==> src/rtl/dlx_fetch_pkg.sv <==
// Shared types and constants for the DLX instruction-fetch stage.
package dlx_fetch_pkg;

  typedef enum logic [1:0] {
    FETCH   = 2'd0,
    HOLD    = 2'd1,
    DISCARD = 2'd2
  } fetch_state_t;

  localparam logic [31:0] DLX_NOP              = 32'h0000_0000;
  localparam logic [31:0] DLX_RESET_PC_DEFAULT = 32'h0000_0000;

  function automatic logic [31:0] word_align(input logic [31:0] addr);
    return {addr[31:2], 2'b00};
  endfunction

endpackage

==> src/rtl/fetch_skid_buffer.sv <==
// One-entry {instr, pc_plus_four} holding register that absorbs a fetch landing during a stall.
module fetch_skid_buffer
  import dlx_fetch_pkg::*;
(
  input  logic        clk_i,
  input  logic        rst_ni,
  input  logic        load_i,
  input  logic        drain_i,
  input  logic        clear_i,
  input  logic [31:0] instr_i,
  input  logic [31:0] pc_plus_four_i,
  output logic        valid_o,
  output logic [31:0] instr_o,
  output logic [31:0] pc_plus_four_o
);

  logic        valid_q;
  logic [31:0] instr_q;
  logic [31:0] pc_plus_four_q;

  always_ff @(posedge clk_i or negedge rst_ni) begin
    if (!rst_ni) begin
      valid_q        <= 1'b0;
      instr_q        <= DLX_NOP;
      pc_plus_four_q <= 32'h0;
    end else if (clear_i) begin
      valid_q <= 1'b0;
    end else if (load_i) begin
      valid_q        <= 1'b1;
      instr_q        <= instr_i;
      pc_plus_four_q <= pc_plus_four_i;
    end else if (drain_i) begin
      valid_q <= 1'b0;
    end
  end

  assign valid_o        = valid_q;
  assign instr_o        = instr_q;
  assign pc_plus_four_o = pc_plus_four_q;

endmodule

==> src/rtl/dlx_fetch_unit.sv <==
// DLX instruction-fetch stage: PC, imem request/ack handshake, IF/ID register, redirect squash
// and a one-entry skid buffer for decode stalls.
module dlx_fetch_unit
  import dlx_fetch_pkg::*;
#(
  parameter logic [31:0] RESET_PC = DLX_RESET_PC_DEFAULT
) (
  input  logic        clk,
  input  logic        rst_n,
  output logic        imem_req,
  output logic [31:0] imem_addr,
  input  logic        imem_ack,
  input  logic [31:0] imem_rdata,
  input  logic        stall,
  input  logic        take_branch,
  input  logic [31:0] branch_target,
  output logic        ifid_valid,
  output logic [31:0] ifid_instr,
  output logic [31:0] ifid_pc_plus_four
);

  fetch_state_t state_q, state_d;
  logic [31:0]  pc_q, pc_d;
  logic [31:0]  disc_addr_q, disc_addr_d;
  logic         req_en_q;
  logic         ifid_valid_q, ifid_valid_d;
  logic [31:0]  ifid_instr_q, ifid_instr_d;
  logic [31:0]  ifid_pc4_q, ifid_pc4_d;

  logic         ack;
  logic         redirect;
  logic [31:0]  fetch_addr;
  logic [31:0]  fetch_pc4;
  logic         skid_load, skid_drain, skid_clear;
  logic         skid_valid;
  logic [31:0]  skid_instr, skid_pc4;

  assign fetch_addr = word_align(pc_q);
  assign fetch_pc4  = fetch_addr + 32'd4;
  assign ack        = imem_ack & imem_req;
  assign redirect   = take_branch & ~stall;

  // State register
  always_ff @(posedge clk or negedge rst_n) begin
    if (!rst_n) begin
      state_q <= FETCH;
    end else begin
      state_q <= state_d;
    end
  end

  // Next-state logic
  always_comb begin
    state_d = state_q;
    unique case (state_q)
      FETCH: begin
        if (redirect) begin
          state_d = (imem_req && !imem_ack) ? DISCARD : FETCH;
        end else if (ack && stall) begin
          state_d = HOLD;
        end
      end
      HOLD: begin
        if (redirect || !stall) state_d = FETCH;
      end
      DISCARD: begin
        if (ack) state_d = FETCH;
      end
      default: state_d = FETCH;
    endcase
  end

  // Memory-side outputs; DISCARD keeps presenting the abandoned address until it is acked
  always_comb begin
    imem_req  = req_en_q && (state_q != HOLD);
    imem_addr = (state_q == DISCARD) ? disc_addr_q : fetch_addr;
  end

  // Datapath next-state
  always_comb begin
    pc_d         = pc_q;
    disc_addr_d  = disc_addr_q;
    ifid_valid_d = ifid_valid_q;
    ifid_instr_d = ifid_instr_q;
    ifid_pc4_d   = ifid_pc4_q;
    skid_load    = 1'b0;
    skid_drain   = 1'b0;
    skid_clear   = 1'b0;
    if (redirect) begin
      pc_d         = branch_target;
      ifid_valid_d = 1'b0;
      skid_clear   = 1'b1;
      if (state_q == FETCH) disc_addr_d = fetch_addr;
    end else begin
      unique case (state_q)
        FETCH: begin
          if (ack) begin
            pc_d = fetch_pc4;
            if (stall) begin
              skid_load = 1'b1;
            end else begin
              ifid_valid_d = 1'b1;
              ifid_instr_d = imem_rdata;
              ifid_pc4_d   = fetch_pc4;
            end
          end else if (!stall) begin
            ifid_valid_d = 1'b0;
          end
        end
        HOLD: begin
          if (!stall) begin
            ifid_valid_d = skid_valid;
            ifid_instr_d = skid_instr;
            ifid_pc4_d   = skid_pc4;
            skid_drain   = 1'b1;
          end
        end
        default: ;
      endcase
    end
  end

  always_ff @(posedge clk or negedge rst_n) begin
    if (!rst_n) begin
      pc_q         <= RESET_PC;
      disc_addr_q  <= 32'h0;
      req_en_q     <= 1'b0;
      ifid_valid_q <= 1'b0;
      ifid_instr_q <= DLX_NOP;
      ifid_pc4_q   <= 32'h0;
    end else begin
      pc_q         <= pc_d;
      disc_addr_q  <= disc_addr_d;
      req_en_q     <= 1'b1;
      ifid_valid_q <= ifid_valid_d;
      ifid_instr_q <= ifid_instr_d;
      ifid_pc4_q   <= ifid_pc4_d;
    end
  end

  fetch_skid_buffer u_skid (
    .clk_i          (clk),
    .rst_ni         (rst_n),
    .load_i         (skid_load),
    .drain_i        (skid_drain),
    .clear_i        (skid_clear),
    .instr_i        (imem_rdata),
    .pc_plus_four_i (fetch_pc4),
    .valid_o        (skid_valid),
    .instr_o        (skid_instr),
    .pc_plus_four_o (skid_pc4)
  );

  assign ifid_valid        = ifid_valid_q;
  assign ifid_instr        = ifid_instr_q;
  assign ifid_pc_plus_four = ifid_pc4_q;

endmodule

==> config.mk <==
export PLATFORM = sky130hd
export DESIGN_NAME = dlx_fetch_unit
export DESIGN_NICKNAME = d
export VERILOG_FILES = /design/src/rtl/dlx_fetch_pkg.sv /design/src/rtl/fetch_skid_buffer.sv /design/src/rtl/dlx_fetch_unit.sv
export SDC_FILE = /design/constraint.sdc
export NUM_CORES = 1
export LEC_CHECK = 0
export ABC_AREA = 1
export CORE_MARGIN = 4
export CORE_UTILIZATION = 50
export DETAILED_ROUTE_END_ITERATION = 10
export PLACE_DENSITY = 0.82
export SYNTH_ARGS = -nofsm -noshare
export SYNTH_HDL_FRONTEND = slang
export SYNTH_SLANG_ARGS = --single-unit
==> constraint.sdc <==
create_clock -name clk -period 4.75 [get_ports clk]
set_input_delay 1.425 -clock clk [delete_from_list [all_inputs] [get_ports clk]]
set_output_delay 1.425 -clock clk [all_outputs]
set_load 0.005 [all_outputs]
==> flow_summary_export.csv <==
group,metric,value,unit
run,maxCapViolations,0,
cts,postCtsSetupRepairBufs,0,
floorplan,io_pins,167,
logic_synthesis,ys_ff_latch,189,
detailed_routing,wire_per_inst,15.9,µm
worst_setup_path,cp_slowest_stage_delay,0.66,ns
pwr,comb_power_share,0.324,
logic_synthesis,synth.top_cell.area_share,0.529,
cells_and_area,mostFrequentLayoutCells,"493 x nand2_1, 189 x dfrtp_1, 159 x clkdlybuf4s50_1",
detailed_routing,drc,0,
logic_synthesis,netlist_area,0.00894,mm²
cts,root_buffer,"clkbuf_16",
worst_setup_path,worstPathCellList,"inv_2, nor2_4, buf_4, nand2_1, o21ai_0, clkdlybuf4s50_1",
detailed_routing,totalWireLength,24500,µm
floorplan,die_y,142,µm
pwr,peakVddDrop,301,µV
global_routing,grt_use_met2,0.412,
cts,cts_tree,"done",
pwr,seqPwrFrac,0.438,
global_routing,grt_first_pass_wirelength,40000,µm
timing,fin_tns_setup,0,ns
cts,clkSlewWorstSetupHoldPaths,0.07,ns
detailed_routing,via_per_inst,5.34,
detailed_routing,first_pass_iters,5,
cells_and_area,drive_gt1_frac,0.0456,
worst_setup_path,worstPathMaxFanout,43,
logic_synthesis,ys_warn_count,0,
cts,hold_buffers,0,
pwr,p_int,0.00387,W
pwr,power_leakage,5.19,nW
timing,timing.fmax,253,MHz
timing,finalHoldViolCount,0,
worst_setup_path,arrival,2.53,ns
cts,cts_max_level,4,
pwr,p_sw,0.00196,W
global_routing,grtUsageTotal,0.248,
timing,final_max_slew_viol_count,0,
floorplan,core_area,0.0174,mm²
floorplan,rows,48,
global_routing,grt_max_degree,72,
timing,max_slew_margin,0.416,
worst_setup_path,required,3.32,ns
timing,fin_crit,3.96,ns
cells_and_area,seq_area,0.00473,mm²
logic_synthesis,syn_avg_cell_area,7.65,µm²
timing,clock_skew,0.00892,ns
cts,cts_sinks,189,
place,port_buffers,160,
global_routing,antenna_found_initial,0,
global_routing,gr-total-overflow,0,
logic_synthesis,yosysSeqAreaShare,0.529,
detailed_routing,postRouteAntennaNets,0,
detailed_routing,drtIter0Drc,728,
timing,setup_viol,0,
logic_synthesis,synthCells,1169,
run_status,outcome,"complete, no violations",
floorplan,dieArea,0.0201,mm²
cells_and_area,n_antenna_cell,0,
cts,clk_path_buf_depth,2,
cts,cts_resized,0,
worst_hold_path,min_path_type,"flip-flop to flip-flop",
worst_setup_path,crit_path_top_delay_cell,"nor2_4",
pwr,power.total,0.00583,W
timing,fin_crit_sh,0.833,
worst_setup_path,crit_type,"flip-flop to primary output",
pwr,switching_share,0.336,
cts,clock_latency,0.43,ns
logic_synthesis,synth.distinct_cells,25,
pwr,clockPowerShare,0.239,
global_routing,grt_pass1_vias,8039,
place,detailedPlacementHpwl,17000,µm
place,gp_congestion,0.927,
worst_setup_path,cp-start-kind,"flip-flop",
cells_and_area,fill_cells,1514,
floorplan,fp.dieW,142,µm
logic_synthesis,netlist_top_cells_area,"dfrtp_1 53%, nand2_1 21%, o21ai_0 5.2%, nor2_1 4.4%, a31oi_1 3.0%",
worst_setup_path,crit_path_end_kind,"primary output",
cts,numCtsBuffers,17,
floorplan,initial_core_util,0.513,
cells_and_area,final_nets,1373,
global_routing,met3_usage,0.0499,
detailed_routing,vias,8234,
cells_and_area,multi_input_area,0.00369,mm²
timing,max_slew.worst_pin.slew,0.874,ns
global_routing,grt_busiest_layer,"met2",
cells_and_area,final_common_cell,"nand2_1",
logic_synthesis,synth_top_area_cell,"dfrtp_1",
timing,rsz0062_at_grt,"no",
pwr,p_per_area,518,mW/mm²
global_routing,grt_use_met1,0.319,
cells_and_area,syn_to_final_growth,25.9,%
## cell usage after synthesis
master / count
a21oi_1: 34
a31oi_1: 43
and2_1: 2
buf_2: 11
buf_4: 14
buf_6: 1
clkbuf_1: 36
conb_1: 2
dfrtp_1: 189
ha_1: 1
inv_1: 59
inv_2: 5
nand2_1: 494
nand2_2: 2
nand3_1: 44
nand3_2: 1
nand3b_1: 2
nor2_1: 105
nor2_2: 1
nor3_1: 3
o211ai_1: 15
o21ai_0: 93
o21ai_1: 4
o31ai_1: 1
xor2_1: 7
## power by group through the flow
stage               clock [W]  combinational, W  sequential [W]
CTS                   0.00141           0.00191         0.00255
global route          0.00148           0.00211         0.00262
global placement            0           0.00184         0.00255
finish                0.00139           0.00189         0.00255
detailed placement          0           0.00190         0.00257
floorplan                   0          0.000873         0.00252
## critical path, delay by kind of cell, from the launching register on
family / cells / cell delay (ns)
buffers and inverters: 3 / 0.90
DFF: 1 / 0.40
AOI/OAI and AO/OA: 1 / 0.08
and+or+nand+nor: 2 / 0.71
## flip-flops by register name, indices dropped and copies added (netlist names), 2 cells and up
| name | cells |
|---|---|
| u_skid.pc_plus_four_o | 30 |
| pc_q | 30 |
| state_q | 2 |
| ifid_pc_plus_four | 30 |
| u_skid.instr_o | 32 |
| ifid_instr | 32 |
| disc_addr_q | 30 |
## per-layer routing
| layer | wire (µm) | share of wire | up-vias |
|---|---|---|---|
| met5 | 0 | 0 | - |
| met4 | 710 | 0.029 | 0 |
| met3 | 1630 | 0.066 | 42 |
| met2 | 12000 | 0.49 | 280 |
| met1 | 10100 | 0.41 | 3917 |
| li1 | - | - | 3995 |
## through the flow
step           worst slack [ns]  hold slack (ns)   util  std cells  area, µm²
2_1_floorplan              2.23            0.449      -       1172       8950
3_3_place_gp               1.26            0.461  0.614       1509      10700
3_5_place_dp               1.24            0.465  0.614       1509      10700
4_1_cts                   0.768            0.485  0.647       1541      11300
5_1_grt                   0.555            0.496  0.647       1541      11300
6_report                  0.793            0.481  0.647       1541      11300
## path summary, 6_finish.rpt
check / startpoint / cells after the start / endpoint / slack, ns
worst max-delay path: state_q[1] / 6 / imem_addr[5] / 0.79
worst min-delay path: ifid_pc_plus_four[31] / 2 / ifid_pc_plus_four[31] / 0.48
worst max register to register: state_q[1] / 10 / u_skid.pc_plus_four_o[14] / 1.98
worst min register to register: ifid_pc_plus_four[31] / 2 / ifid_pc_plus_four[31] / 0.48
max in group asynchronous: rst_n / 2 / u_skid.instr_o[11] / 2.86
min in group asynchronous: rst_n / 1 / disc_addr_q[3] / 1.00
## final cells by class
class / count / area share
clock inverter: 15 / 0.0132
sequential: 189 / 0.420
clock buffer: 17 / 0.0378
multi-input combinational: 857 / 0.328
tap: 225 / 0.0250
timing repair buffer: 174 / 0.155
inverter: 64 / 0.0213
## kinds of logic (layout without fill, tap and decap cells)
family,after synthesis,after routing,synth area share
AND/OR/NAND/NOR,654,654,0.284
AO/OA/AOI/OAI,190,190,0.117
flip-flops,189,189,0.529
buffers and inverters,126,270,0.0611
XOR/XNOR,7,7,0.00686
other,2,5,0.000840
adder cells (fa/ha/maj),1,1,0.00140
Power figures use the tool's default switching activity.
